==> config.mk <==
export PLATFORM = sky130hd
export DESIGN_NAME = vanilla_remote_req_responder
export DESIGN_NICKNAME = d
export VERILOG_FILES = /design/src/rtl/vanilla_remote_req_responder.sv
export SDC_FILE = /design/constraint.sdc
export NUM_CORES = 1
export LEC_CHECK = 0
export BUFFER_PORTS_ARGS = -buffer_cell sky130_fd_sc_hd__buf_2
export CORE_UTILIZATION = 45
export DETAILED_ROUTE_END_ITERATION = 7
export PLACE_DENSITY_LB_ADDON = 0.1
export SLEW_MARGIN = 20
export SYNTH_ARGS = -nofsm -noshare
export SYNTH_HDL_FRONTEND = slang
export SYNTH_SLANG_ARGS = --single-unit
export TNS_END_PERCENT = 1
==> constraint.sdc <==
create_clock -name clk_i -period 3.73 [get_ports clk_i]
set_input_delay 0.746 -clock clk_i [delete_from_list [all_inputs] [get_ports clk_i]]
set_output_delay 0.746 -clock clk_i [all_outputs]
set_load 0.01 [all_outputs]
==> src/rtl/vanilla_remote_req_responder.sv <==
// Serves one remote load/store/atomic request at a time against the tile's 1RW data memory
// and returns a single response carrying the register id and the loaded or pre-AMO word.
module vanilla_remote_req_responder #(
   parameter int data_width_p   = 32,
   parameter int dmem_els_p     = 1024,
   parameter int reg_id_width_p = 5,
   localparam int dmem_addr_width_lp = $clog2(dmem_els_p),
   localparam int mask_width_lp      = data_width_p / 8
) (
   input  logic                          clk_i,
   input  logic                          reset_i,

   input  logic                          v_i,
   input  logic                          write_not_read_i,
   input  logic                          is_amo_op_i,
   input  logic [1:0]                    amo_type_i,
   input  logic [mask_width_lp-1:0]      mask_i,
   input  logic [reg_id_width_p-1:0]     reg_id_i,
   input  logic [data_width_p-1:0]       data_i,
   input  logic [31:0]                   addr_i,
   output logic                          yumi_o,

   output logic                          dmem_v_o,
   output logic                          dmem_w_o,
   output logic [dmem_addr_width_lp-1:0] dmem_addr_o,
   output logic [data_width_p-1:0]       dmem_data_o,
   output logic [mask_width_lp-1:0]      dmem_mask_o,
   input  logic [data_width_p-1:0]       dmem_data_i,

   output logic                          resp_v_o,
   input  logic                          resp_ready_i,
   output logic [reg_id_width_p-1:0]     resp_reg_id_o,
   output logic                          resp_is_write_o,
   output logic [data_width_p-1:0]       resp_data_o
);

   typedef enum logic [1:0] {
      IDLE   = 2'd0,
      READ   = 2'd1,
      AMO_WR = 2'd2,
      RESP   = 2'd3
   } state_e;

   typedef enum logic [1:0] {
      AMO_SWAP = 2'd0,
      AMO_OR   = 2'd1,
      AMO_ADD  = 2'd2,
      AMO_RSVD = 2'd3
   } amo_e;

   state_e                          state_q, state_d;
   logic [reg_id_width_p-1:0]       reg_id_q, reg_id_d;
   logic                            is_write_q, is_write_d;
   logic                            is_amo_q, is_amo_d;
   amo_e                            amo_type_q, amo_type_d;
   logic [data_width_p-1:0]         operand_q, operand_d;
   logic [dmem_addr_width_lp-1:0]   addr_q, addr_d;
   logic [data_width_p-1:0]         resp_data_q, resp_data_d;

   logic [dmem_addr_width_lp-1:0]   req_index;
   logic                            req_is_store;
   logic [data_width_p-1:0]         amo_result;
   logic                            unused_addr_bits;

   // Only the word index is meaningful; byte offset and bits above the memory are dropped,
   // so addresses past the end of the memory wrap.
   assign req_index        = addr_i[2 +: dmem_addr_width_lp];
   assign unused_addr_bits = ^{addr_i[31:2+dmem_addr_width_lp], addr_i[1:0]};
   assign req_is_store     = write_not_read_i & ~is_amo_op_i;

   always_comb begin
      amo_result = operand_q;
      case (amo_type_q)
         AMO_SWAP: amo_result = operand_q;
         AMO_OR:   amo_result = resp_data_q | operand_q;
         AMO_ADD:  amo_result = resp_data_q + operand_q;
         default:  amo_result = resp_data_q;
      endcase
   end

   // Request side: v_i/yumi_o, where yumi_o is a same-cycle consume that only follows v_i in IDLE.
   // Response side: resp_v_o/resp_ready_i, fields held stable until the cycle both are high.
   always_comb begin
      state_d     = state_q;
      reg_id_d    = reg_id_q;
      is_write_d  = is_write_q;
      is_amo_d    = is_amo_q;
      amo_type_d  = amo_type_q;
      operand_d   = operand_q;
      addr_d      = addr_q;
      resp_data_d = resp_data_q;

      yumi_o      = 1'b0;
      dmem_v_o    = 1'b0;
      dmem_w_o    = 1'b0;
      dmem_addr_o = addr_q;
      dmem_data_o = operand_q;
      dmem_mask_o = '0;
      resp_v_o    = 1'b0;

      case (state_q)
         IDLE: begin
            if (v_i) begin
               yumi_o      = 1'b1;
               dmem_v_o    = 1'b1;
               dmem_addr_o = req_index;
               dmem_data_o = data_i;
               reg_id_d    = reg_id_i;
               is_write_d  = req_is_store;
               is_amo_d    = is_amo_op_i;
               amo_type_d  = amo_e'(amo_type_i);
               operand_d   = data_i;
               addr_d      = req_index;
               if (req_is_store) begin
                  dmem_w_o    = 1'b1;
                  dmem_mask_o = mask_i;
                  resp_data_d = '0;
                  state_d     = RESP;
               end else begin
                  state_d     = READ;
               end
            end
         end

         READ: begin
            resp_data_d = dmem_data_i;
            state_d     = is_amo_q ? AMO_WR : RESP;
         end

         AMO_WR: begin
            // resp_data_q already holds the old word, which is what the response returns.
            if (amo_type_q != AMO_RSVD) begin
               dmem_v_o    = 1'b1;
               dmem_w_o    = 1'b1;
               dmem_mask_o = '1;
               dmem_data_o = amo_result;
            end
            state_d = RESP;
         end

         RESP: begin
            resp_v_o = 1'b1;
            if (resp_ready_i) begin
               state_d = IDLE;
            end
         end

         default: begin
            state_d = IDLE;
         end
      endcase

      if (reset_i) begin
         yumi_o   = 1'b0;
         dmem_v_o = 1'b0;
      end
   end

   always_ff @(posedge clk_i) begin
      if (reset_i) begin
         state_q     <= IDLE;
         reg_id_q    <= '0;
         is_write_q  <= 1'b0;
         is_amo_q    <= 1'b0;
         amo_type_q  <= AMO_SWAP;
         operand_q   <= '0;
         addr_q      <= '0;
         resp_data_q <= '0;
      end else begin
         state_q     <= state_d;
         reg_id_q    <= reg_id_d;
         is_write_q  <= is_write_d;
         is_amo_q    <= is_amo_d;
         amo_type_q  <= amo_type_d;
         operand_q   <= operand_d;
         addr_q      <= addr_d;
         resp_data_q <= resp_data_d;
      end
   end

   assign resp_reg_id_o   = reg_id_q;
   assign resp_is_write_o = is_write_q;
   assign resp_data_o     = resp_data_q;

endmodule

==> results.py <==
metrics = {
    "run_status": {
        "status": "finished, violations left",
        "violations": "setup timing",
    },
    "yosys": {
        "synth_top_area_cell": "dfxtp_1",
        "synth-seq-cells": 85,
        "synth.cell_area_um2": 6760,
        "yosysUniqueCellTypes": 62,
        "syn_inst": 969,
        "synth_common_cells": "nand2_1 (192), a21oi_1 (157), dfxtp_1 (85)",
        "synthMostInstantiatedCell": "nand2_1",
        "synth_area_leaders": "dfxtp_1 (25%), ha_1 (12%), a21oi_1 (12%)",
        "syn-num-nets": 1150,
        "synth-warning-count": 0,
        "netlist.area_leader.share": 0.252,
        "synth.avg_cell_area_um2": 6.98,
        "ys.flop_type": "dfxtp_1",
        "synthArstFlopShare": 0,
        "yosysSeqAreaShare": 0.252,
        "synth-edff-count": 0,
    },
    "power": {
        "irDropWorstVdd_uv": 431,
        "p_leak_nw": 3.98,
        "powerDensity_nw_per_um2": 549,
    },
    "clock_network": {
        "cts_sinks": 85,
        "root_buffer": "clkbuf_16",
        "cts_made_buffers": 9,
        "cts_tree": "built",
        "clock_latency_ns": 0.36,
        "clk_pin_slew_ns": 0.07,
        "ctsLongestPathBuffers": 2,
        "htree_levels": 3,
    },
    "timing": {
        "setup_ws_ns": -0.152,
        "slew_viol_final": 0,
        "relSlewSlack": 0.563,
        "max_freq_mhz": 258,
        "final_hold_viol_count": 0,
        "worst_slew_pin_slew_ns": 0.655,
        "skew_ns": 0.0106,
        "setup_violations": 6,
        "fin_crit_ns": 3.88,
        "rsz0062_at_grt": "true",
        "final.setup.tns_ns": -0.470,
        "post-route-period-util": 1.04,
    },
    "worst_setup_path": {
        "crit_type": "reg -> out",
        "cp.arrival_ns": 3.14,
        "crit_path_max_fanout": 4,
        "critPathLaunchType": "flop",
        "regToRegSetupSlack_ns": 0.68,
        "crit_chain": "buf_4, ha_4, a21o_1, a2111oi_4, a21oi_4, a311o_2, a21oi_4, o21bai_1, xnor2_1, o2111a_1, a21oi_2, buf_2",
        "cp_slowest_cell": "a311o_2",
        "r2r-start": "state_q[0]",
        "rr_endpoint": "resp_data_o[1]",
        "crit_path_end_kind": "output port",
        "worstRegToRegCells": 11,
        "crit_path_frequent_cell": "a21oi_4",
        "cp.required_ns": 2.98,
        "max_stage_delay_ns": 0.44,
    },
    "final_layout": {
        "finalNonFillerCells": 1363,
        "design_area_um2": 8800,
        "finalNetCount": 1354,
        "post-route-util": 0.603,
        "drive_above_1_share": 0.289,
        "synthToLayoutAreaGrowth_pct": 30.1,
    },
    "place": {
        "gp_congestion": 0.922,
        "place_area_um2": 8150,
        "hpwl_um": 15600,
        "port_buffers": 178,
        "dp.cells": 1337,
    },
    "drt": {
        "wl_um": 21900,
        "drt_iter0_markers": 471,
        "wire_per_inst_um": 16.1,
        "drc": 0,
        "drt_first_pass_iters": 5,
        "via_per_inst": 5.49,
        "antenna_left": 0,
        "num_vias": 7477,
    },
    "floorplan": {
        "dieArea_um2": 15500,
        "boundaryPins": 201,
        "initial_core_util": 0.463,
        "rows": 44,
        "core_area_um2": 14600,
        "die_h_um": 125,
        "fp.dieW_um": 125,
    },
    "global_routing": {
        "grt_usage": 0.279,
        "grt_pass1_wl_um": 35000,
        "gr-total-overflow": 0,
        "antenna_found_initial": 1,
        "grt_pass1_vias": 6930,
        "grt_max_degree": 58,
    },
    "worst_hold_path": {
        "min_path_cells": 2,
        "hold-path-endpoint": "resp_reg_id_o[3]",
        "hold_class": "reg -> reg",
        "hp-start": "resp_reg_id_o[3]",
    },
    "run": {
        "cap_viol_max_count": 0,
    },
}
[how the worst max path moves through the flow]
stage | startpoint | end | slack (ns) | depth (start not counted)
floorplan | resp_data_o[0] | dmem_data_o[26] | 0.26 | 12
global placement | resp_data_o[0] | dmem_data_o[30] | -0.04 | 14
detailed placement | resp_data_o[0] | dmem_data_o[30] | -0.02 | 14
CTS | operand_q[0] | dmem_data_o[24] | -0.13 | 14
global route | operand_q[4] | dmem_data_o[24] | -0.26 | 12
finish | operand_q[4] | dmem_data_o[24] | -0.15 | 12
[per-stage QoR]
step           power [W]  setup slack (ns)  hold WS (ns)
2_1_floorplan    0.00283             0.255         0.431
3_3_place_gp     0.00378           -0.0418         0.440
3_5_place_dp     0.00382           -0.0229         0.443
4_1_cts          0.00479            -0.130         0.453
5_1_grt          0.00518            -0.265         0.490
6_report         0.00483            -0.152         0.456
[critical path, delay by kind of cell (launching register included)]
kind	cells	cell delay (ns)
AO/OA/AOI/OAI	8	1.84
XOR/XNOR	1	0.14
adder cells (fa/ha/maj)	1	0.16
buffers and inverters	2	0.29
flip-flops	1	0.33
[cells by family (layout without fill, tap and decap cells)]
| logic type | count (synthesis) | in the layout | share of synthesized area |
|---|---|---|---|
| DFF | 85 | 85 | 0.252 |
| and+or+nand+nor | 308 | 308 | 0.193 |
| xor gates and xnor gates | 26 | 26 | 0.0337 |
| buffers and inverters | 138 | 347 | 0.0812 |
| other | 0 | 1 | 0 |
| adders and majority gates | 68 | 68 | 0.127 |
| AOI/OAI and AO/OA | 333 | 333 | 0.297 |
| muxes | 11 | 11 | 0.0163 |
[power by group]
part           switching, W  leakage [nW]  internal, W
clock network      0.000451         0.148     0.000475
registers          0.000143         0.700      0.00106
logic               0.00168          3.13      0.00102
total               0.00228          3.98      0.00255
[layer usage]
| metal | global-route usage | vias up | wire [µm] |
|---|---|---|---|
| met3 | 0.0352 | 24 | 1240 |
| met2 | 0.458 | 259 | 10100 |
| met4 | 0.0865 | 0 | 323 |
| met5 | 0 | - | 0 |
| met1 | 0.380 | 3435 | 10300 |
| li1 | - | 3759 | - |
[layout by cell type, fill, tap and decap left out, types with 3 or more instances in the layout]
| master | n |
|---|---|
| a21o_1 | 17 |
| a21oi_1 | 150 |
| a21oi_2 | 7 |
| a221o_1 | 12 |
| a221oi_1 | 7 |
| a22oi_1 | 6 |
| a31oi_1 | 6 |
| and3_1 | 4 |
| buf_2 | 178 |
| buf_4 | 75 |
| clkbuf_16 | 9 |
| dfxtp_1 | 69 |
| dfxtp_2 | 15 |
| ha_1 | 55 |
| ha_2 | 5 |
| ha_4 | 7 |
| inv_1 | 73 |
| mux2i_1 | 11 |
| nand2_1 | 191 |
| nand2b_1 | 5 |
| nand3_1 | 40 |
| nand4_1 | 7 |
| nor2_1 | 36 |
| nor2b_1 | 3 |
| nor3_1 | 5 |
| o21a_1 | 5 |
| o21ai_0 | 63 |
| o21ai_1 | 9 |
| o21bai_1 | 6 |
| o221ai_1 | 4 |
| o22ai_1 | 7 |
| xnor2_1 | 16 |
| xor2_1 | 10 |
[state kept, by name, indices dropped and copies added (netlist names)]
signal,cells
operand_q,32
resp_data_o,32
amo_type_q,2
resp_reg_id_o,5
addr_q,10
is_amo_q,1
state_q,2
resp_is_write_o,1
[timing repair]
| item | CTS | global route |
|---|---|---|
| pin swaps | 15 | 21 |
| endpoints found under the setup margin | 17 | 18 |
| hold buffers | 0 | 0 |
| resized for setup | 39 | 37 |
| hold endpoints to repair | 0 | 0 |
| buffers inserted | 3 | 6 |
[area by class of cell]
class                           count  area, µm²
Antenna cell                        1       2.50
Clock buffer                        9        225
Clock inverter                      7       78.8
Fill cell                        1460       5790
Inverter                           75        282
Multi-Input combinational cell    746       4760
Sequential cell                    85       1720
Tap cell                          184        230
Timing Repair Buffer              256       1500
Power figures use the tool's default switching activity.
